File: src/rtl/fmult_accum_mc.sv
// Sequential G.726 FMULT/accumulate: SEZ over NB zero taps, SE over NB+NA taps, one tap per clock.
// Optional FMULT_ACCUM_PIPE_EN registers each product before it is accumulated (one extra cycle of latency).
module fmult_accum_mc #(
   parameter int NB  = 6,
   parameter int NA  = 2,
   parameter int CHW = 5
) (
   input  logic                            clk,
   input  logic                            reset,
   input  logic                            start,
   output logic                            ready,
   input  logic [CHW-1:0]                  ch_in,
   input  logic [NB*16-1:0]                b_coef,
   input  logic [NB*11-1:0]                dq_hist,
   input  logic [((NA > 0) ? NA : 1)*16-1:0] a_coef,
   input  logic [((NA > 0) ? NA : 1)*11-1:0] sr_hist,
   output logic                            done,
   output logic [14:0]                     sez,
   output logic [14:0]                     se,
   output logic [CHW-1:0]                  ch_out
);

   localparam int NAX = (NA > 0) ? NA : 1;
   localparam logic [3:0] NB_LAST = 4'(NB - 1);
   localparam logic [3:0] NA_LAST = 4'(NAX - 1);

   localparam logic [2:0] S_IDLE  = 3'd0;
   localparam logic [2:0] S_ZERO  = 3'd1;
   localparam logic [2:0] S_POLE  = 3'd2;
   localparam logic [2:0] S_DRAIN = 3'd3;
   localparam logic [2:0] S_DONE  = 3'd4;
`ifdef FMULT_ACCUM_PIPE_EN
   localparam logic [2:0] S_TAIL  = S_DRAIN;
`else
   localparam logic [2:0] S_TAIL  = S_DONE;
`endif

   logic [2:0]        state_r, next_s;
   logic [3:0]        cnt_r;
   logic [NB*16-1:0]  b_r;
   logic [NB*11-1:0]  dq_r;
   logic [NAX*16-1:0] a_r;
   logic [NAX*11-1:0] sr_r;
   logic [CHW-1:0]    ch_r;
   logic [15:0]       acc_r, sezi_r, acc_next_s;
   logic [15:0]       an_s, w_s, add_w_s;
   logic [10:0]       srn_s;
   logic              iss_v_s, iss_lastz_s, iss_last_s;
   logic              add_v_s, add_lastz_s, add_last_s;

   // G.726 FMULT: 16-bit two's-complement coefficient times 11-bit float, result 16-bit two's complement
   function automatic logic [15:0] fmult(input logic [15:0] an, input logic [10:0] srn);
      logic        ans;
      logic [15:0] sh;
      logic [12:0] anmag;
      logic [3:0]  anexp;
      logic [18:0] mt;
      logic [5:0]  anmant;
      logic [4:0]  wexp;
      logic [11:0] prod;
      logic [7:0]  wmant;
      logic [14:0] base;
      logic [14:0] wmag;
      ans   = an[15];
      sh    = an >> 2'd2;
      anmag = ans ? (13'd0 - sh[12:0]) : sh[12:0];
      anexp = 4'd0;
      for (int i = 0; i < 13; i++) begin
         anexp = anmag[i] ? 4'(i + 1) : anexp;
      end
      mt     = {anmag, 6'd0} >> anexp;
      anmant = (anmag == 13'd0) ? 6'd32 : mt[5:0];
      wexp   = {1'b0, srn[9:6]} + {1'b0, anexp};
      prod   = 12'(srn[5:0]) * 12'(anmant) + 12'd48;
      wmant  = prod[11:4];
      base   = {wmant, 7'd0};
      wmag   = (wexp <= 5'd26) ? (base >> (5'd26 - wexp)) : (base << (wexp - 5'd26));
      return (srn[10] ^ ans) ? (16'd0 - {1'b0, wmag}) : {1'b0, wmag};
   endfunction

   // Next state and the operands of the tap being issued this cycle
   always_comb begin
      next_s      = state_r;
      iss_v_s     = 1'b0;
      iss_lastz_s = 1'b0;
      iss_last_s  = 1'b0;
      an_s        = b_r[15:0];
      srn_s       = dq_r[10:0];
      case (state_r)
         S_IDLE, S_DONE: begin
            if (start) next_s = S_ZERO;
            else       next_s = S_IDLE;
         end
         S_ZERO: begin
            iss_v_s = 1'b1;
            if (cnt_r == NB_LAST) begin
               iss_lastz_s = 1'b1;
               if (NA > 0) begin
                  next_s = S_POLE;
               end else begin
                  iss_last_s = 1'b1;
                  next_s     = S_TAIL;
               end
            end else begin
               next_s = S_ZERO;
            end
         end
         S_POLE: begin
            iss_v_s = 1'b1;
            an_s    = a_r[15:0];
            srn_s   = sr_r[10:0];
            if (cnt_r == NA_LAST) begin
               iss_last_s = 1'b1;
               next_s     = S_TAIL;
            end else begin
               next_s = S_POLE;
            end
         end
         S_DRAIN: next_s = S_DONE;
         default: next_s = S_IDLE;
      endcase
   end

   assign w_s = fmult(an_s, srn_s);

`ifdef FMULT_ACCUM_PIPE_EN
   logic        add_v_r, add_lastz_r, add_last_r;
   logic [15:0] add_w_r;

   // Product register between FMULT and the accumulator
   always_ff @(posedge clk) begin
      if (reset) begin
         add_v_r     <= 1'b0;
         add_lastz_r <= 1'b0;
         add_last_r  <= 1'b0;
         add_w_r     <= 16'd0;
      end else begin
         add_v_r     <= iss_v_s;
         add_lastz_r <= iss_lastz_s;
         add_last_r  <= iss_last_s;
         add_w_r     <= w_s;
      end
   end

   assign add_v_s     = add_v_r;
   assign add_lastz_s = add_lastz_r;
   assign add_last_s  = add_last_r;
   assign add_w_s     = add_w_r;
`else
   assign add_v_s     = iss_v_s;
   assign add_lastz_s = iss_lastz_s;
   assign add_last_s  = iss_last_s;
   assign add_w_s     = w_s;
`endif

   assign acc_next_s = acc_r + add_w_s;

   // Request latch, tap sequencing, modulo-2^16 accumulation and registered results
   always_ff @(posedge clk) begin
      if (reset) begin
         state_r <= S_IDLE;
         cnt_r   <= 4'd0;
         b_r     <= {(NB*16){1'b0}};
         dq_r    <= {(NB*11){1'b0}};
         a_r     <= {(NAX*16){1'b0}};
         sr_r    <= {(NAX*11){1'b0}};
         ch_r    <= {CHW{1'b0}};
         acc_r   <= 16'd0;
         sezi_r  <= 16'd0;
         ready   <= 1'b1;
         done    <= 1'b0;
         sez     <= 15'd0;
         se      <= 15'd0;
         ch_out  <= {CHW{1'b0}};
      end else begin
         state_r <= next_s;
         ready   <= (next_s == S_IDLE) || (next_s == S_DONE);
         done    <= (next_s == S_DONE);
         if (start && ready) begin
            b_r   <= b_coef;
            dq_r  <= dq_hist;
            a_r   <= a_coef;
            sr_r  <= sr_hist;
            ch_r  <= ch_in;
            cnt_r <= 4'd0;
            acc_r <= 16'd0;
         end else begin
            // Operand registers shift so the current tap always sits in the low bits
            if (iss_v_s) begin
               cnt_r <= (iss_lastz_s || iss_last_s) ? 4'd0 : cnt_r + 4'd1;
               if (state_r == S_ZERO) begin
                  b_r  <= b_r >> 5'd16;
                  dq_r <= dq_r >> 4'd11;
               end else begin
                  a_r  <= a_r >> 5'd16;
                  sr_r <= sr_r >> 4'd11;
               end
            end
            if (add_v_s) acc_r <= acc_next_s;
         end
         if (add_v_s && add_lastz_s) sezi_r <= acc_next_s;
         if (add_v_s && add_last_s) begin
            se     <= acc_next_s[15:1];
            sez    <= add_lastz_s ? acc_next_s[15:1] : sezi_r[15:1];
            ch_out <= ch_r;
         end
      end
   end

endmodule

File: config.mk
export PLATFORM = sky130hd
export DESIGN_NAME = fmult_accum_mc
export DESIGN_NICKNAME = d
export VERILOG_FILES = /design/src/rtl/fmult_accum_mc.sv
export SDC_FILE = /design/constraint.sdc
export NUM_CORES = 1
export LEC_CHECK = 0
export CORE_MARGIN = 4
export CORE_UTILIZATION = 40
export DETAILED_ROUTE_END_ITERATION = 10
export PLACE_DENSITY = 0.7
export RECOVER_POWER = 25
export SLEW_MARGIN = 20
export SYNTH_ARGS = -nofsm -noshare
export SYNTH_HDL_FRONTEND = slang
export SYNTH_SLANG_ARGS = --single-unit
File: constraint.sdc
create_clock -name clk -period 13.6 [get_ports clk]
set_clock_uncertainty 0.2 [all_clocks]
set_input_delay 2.72 -clock clk [delete_from_list [all_inputs] [get_ports clk]]
set_output_delay 2.72 -clock clk [all_outputs]
set_load 0.01 [all_outputs]
==> results.toml, run 1 <==
[status]
status = "finished, violations left"
failed_checks = "max-capacitance violations, max-slew violations"

[worst_setup_path]
crit_required_ns = 13.89
cp_max_fo = 12
slowest_delay_ns = 0.54
cp_data_arrival_time_ns = 13.05
slowest_stage = "fa_1"
crit_type = "flop to flop"
cp-end-kind = "flop"
cp-start-kind = "flop"
worst_path_most_repeated_cell = "fa_1"

[sta]
fin_crit_sh = 0.938
layout_min_cycle_time_ns = 12.76
tightest_slew_ns = 5.34
rsz0062_at_grt = "false"
fin_ws_ns = 0.842
final.hold.worst_slack_ns = 0.253
fin_tns_setup_ns = 0
relSlewSlack = -2.56
final-hold-violation-count = 0
fmax_mhz = 78.4
slew_viol_final = 176
setup_viol = 0

[power]
leakagePower_uw = 0.00745
fin_total_pwr_uw = 3730
power_density_mw_per_mm2 = 186
peakVddDrop_mv = 0.102

[worst_hold_path]
hold_path.class = "flop to flop"

[global_route]
track_usage = 0.222
overflow = 0
grtUsageMet1 = 0.311
met2_usage = 0.347
antenna_found_initial = 9
busiest_layer = "met2"
first_global_vias = 14952
grt_pass1_wl_um = 81300
gr-usage-met3 = 0.0531
grt_max_degree = 268

[cells_and_area]
fillers = 3839
instances_no_fill = 2820
multi_input_area_mm2 = 0.00998
area.sequential_mm2 = 0.00561
finalNetCount = 2560
syn_to_final_growth_pct = 22.3
layout_commonest_cell = "nand2_1"
drive_above_1_share = 0.0616
final_cell_mix = "nand2_1, dfxtp_1, nor2_1, clkdlybuf4s50_1, a311oi_1"

[synth]
netlist_instances = 2136
synth_edf_count = 0
netlist_area_mm2 = 0.0164
ys_seq_area_frac = 0.342
async_reset_ff_frac = 0
syn_avg_cell_area_um2 = 7.68
synth-main-ff-cell = "dfxtp_1"
synth.ff_latch_count = 280
synth_cell_types = 105
ys_warn_count = 0
synth_nets = 2430

[routing]
first_pass_iters = 5
vias = 15888
avgViaCountPerCell = 5.63
drt_iter0_drc = 1212
drc_errors = 0
drt-total-wl_um = 52100
ant_nets = 0
wl_per_cell_um = 18.5

[floorplan]
core_area_mm2 = 0.0401
die_x_um = 210
initial_utilization = 0.409
ios = 261
dieArea_mm2 = 0.0443
die_height_um = 210
num_rows = 73

[place]
dpl_worst_slack_ns = 0.530
dp_cells = 2756
gp_congestion = 0.892
io_buffers = 244
dp_hpwl_um = 37100

[clock_tree]
clock_latency_ns = 0.58
htree_levels = 1
cts_tree = "done"
cts_root_buf = "clkbuf_16"
cts_hold_buf = 0
path_clk_slew_ns = 0.06
clockBufferDepth = 3
clock-sinks = 280
cts-buffers-inserted = 31

[flow_run]
maxCapViolations = 2
[cell type report]
cell class | count | share of cell area
Multi-Input combinational cell | 1646 | 0.498
Sequential cell | 280 | 0.279
Timing Repair Buffer | 258 | 0.128
Clock buffer | 48 | 0.0474
Tap cell | 525 | 0.0328
Inverter | 49 | 0.00917
Clock inverter | 8 | 0.00499
Antenna cell | 6 | 0.000749
[power by group]
group / switching [uW] / internal, uW
clock: 339 / 514
sequential: 47.9 / 887
combinational: 1220 / 722
total: 1610 / 2120
[through the flow]
| step | instance area (um2) | utilization |
|---|---|---|
| after floorplan | 16400 | - |
| after global placement | 19000 | 0.473 |
| after detailed placement | 19000 | 0.473 |
| after CTS | 20000 | 0.499 |
| after global routing | 20100 | 0.500 |
| final | 20100 | 0.500 |
[worst paths after layout]
check | startpoint | to | slack (ns) | cells after the start
worst min register to register | ch_r[3]$_SDFFE_PP0P_ | ch_out[3]$_SDFFE_PP0P_ | 0.25 | 2
worst max-delay path | state_r[1]$_SDFF_PP0_ | sezi_r[14]$_SDFFE_PP0P_ | 0.84 | 43
worst max register to register | state_r[1]$_SDFF_PP0_ | sezi_r[14]$_SDFFE_PP0P_ | 0.84 | 43
worst min-delay path | ch_r[3]$_SDFFE_PP0P_ | ch_out[3]$_SDFFE_PP0P_ | 0.25 | 2
[cells by family (layout without fill, tap and decap cells)]
kind of cell | after synthesis | in the layout | synth area share
compound gates | 474 | 474 | 0.217
xor+xnor | 53 | 53 | 0.0305
fa+ha+maj | 70 | 70 | 0.0626
buf+inv | 210 | 363 | 0.0517
flops | 280 | 280 | 0.342
mux | 43 | 43 | 0.0281
other cells | 0 | 6 | 0
simple gates | 1006 | 1006 | 0.269
[synth_stat cells (all sizes together), types with 10 or more instances]
master / count / area share
nand2: 531 / 0.12
dfxtp: 280 / 0.34
nor2: 243 / 0.056
a311oi: 151 / 0.081
a21oi: 140 / 0.043
clkbuf: 137 / 0.031
nand3: 67 / 0.021
ha: 50 / 0.038
inv: 49 / 0.011
nor3: 47 / 0.017
o21ai: 38 / 0.012
xnor2: 37 / 0.020
mux2i: 34 / 0.021
buf: 24 / 0.0091
nor4: 22 / 0.011
a211oi: 20 / 0.010
fa: 20 / 0.024
o211ai: 18 / 0.0089
nand2b: 16 / 0.0061
o21a: 15 / 0.0069
xor2: 15 / 0.0094
nor2b: 13 / 0.0050
or2: 12 / 0.0047
and2: 10 / 0.0038
and3: 10 / 0.0038
[registers in the layout (all words and copies together), names as in the netlist, 15 cells and up]
name and count:
a_r 28, acc_r 16, b_r 84, dq_r 66, se 15, sez 15, sezi_r 15, sr_r 22
[worst max-delay path, delay by kind of cell, from the launching register on]
| kind | cells | cell delay [ns] |
|---|---|---|
| fa+ha+maj | 8 | 3.53 |
| flops | 1 | 0.44 |
| mux | 2 | 0.68 |
| compound gates | 19 | 5.06 |
| buf+inv | 5 | 0.68 |
| simple gates | 9 | 2.05 |
[timing repair]
item                       in CTS  in global routing
buffers inserted                0                  2
setup endpoints to repair       0                  6
resized for setup               0                  2
[routing by layer]
metal / wire [um] / part of all wire / up-vias
li1: - / - / 7793
met1: 23500 / 0.45 / 7554
met2: 23800 / 0.46 / 458
met3: 3780 / 0.073 / 73
met4: 942 / 0.018 / 10
met5: 67 / 0.0013 / -
No activity file was read; power rests on OpenSTA's default activity.
==> run 2, diff against run 1 <==
Settings changed: SLEW_MARGIN 20 to 15.
==> results of run 2 <==
The final DEF is identical to that of run 1; final timing and power are the same.
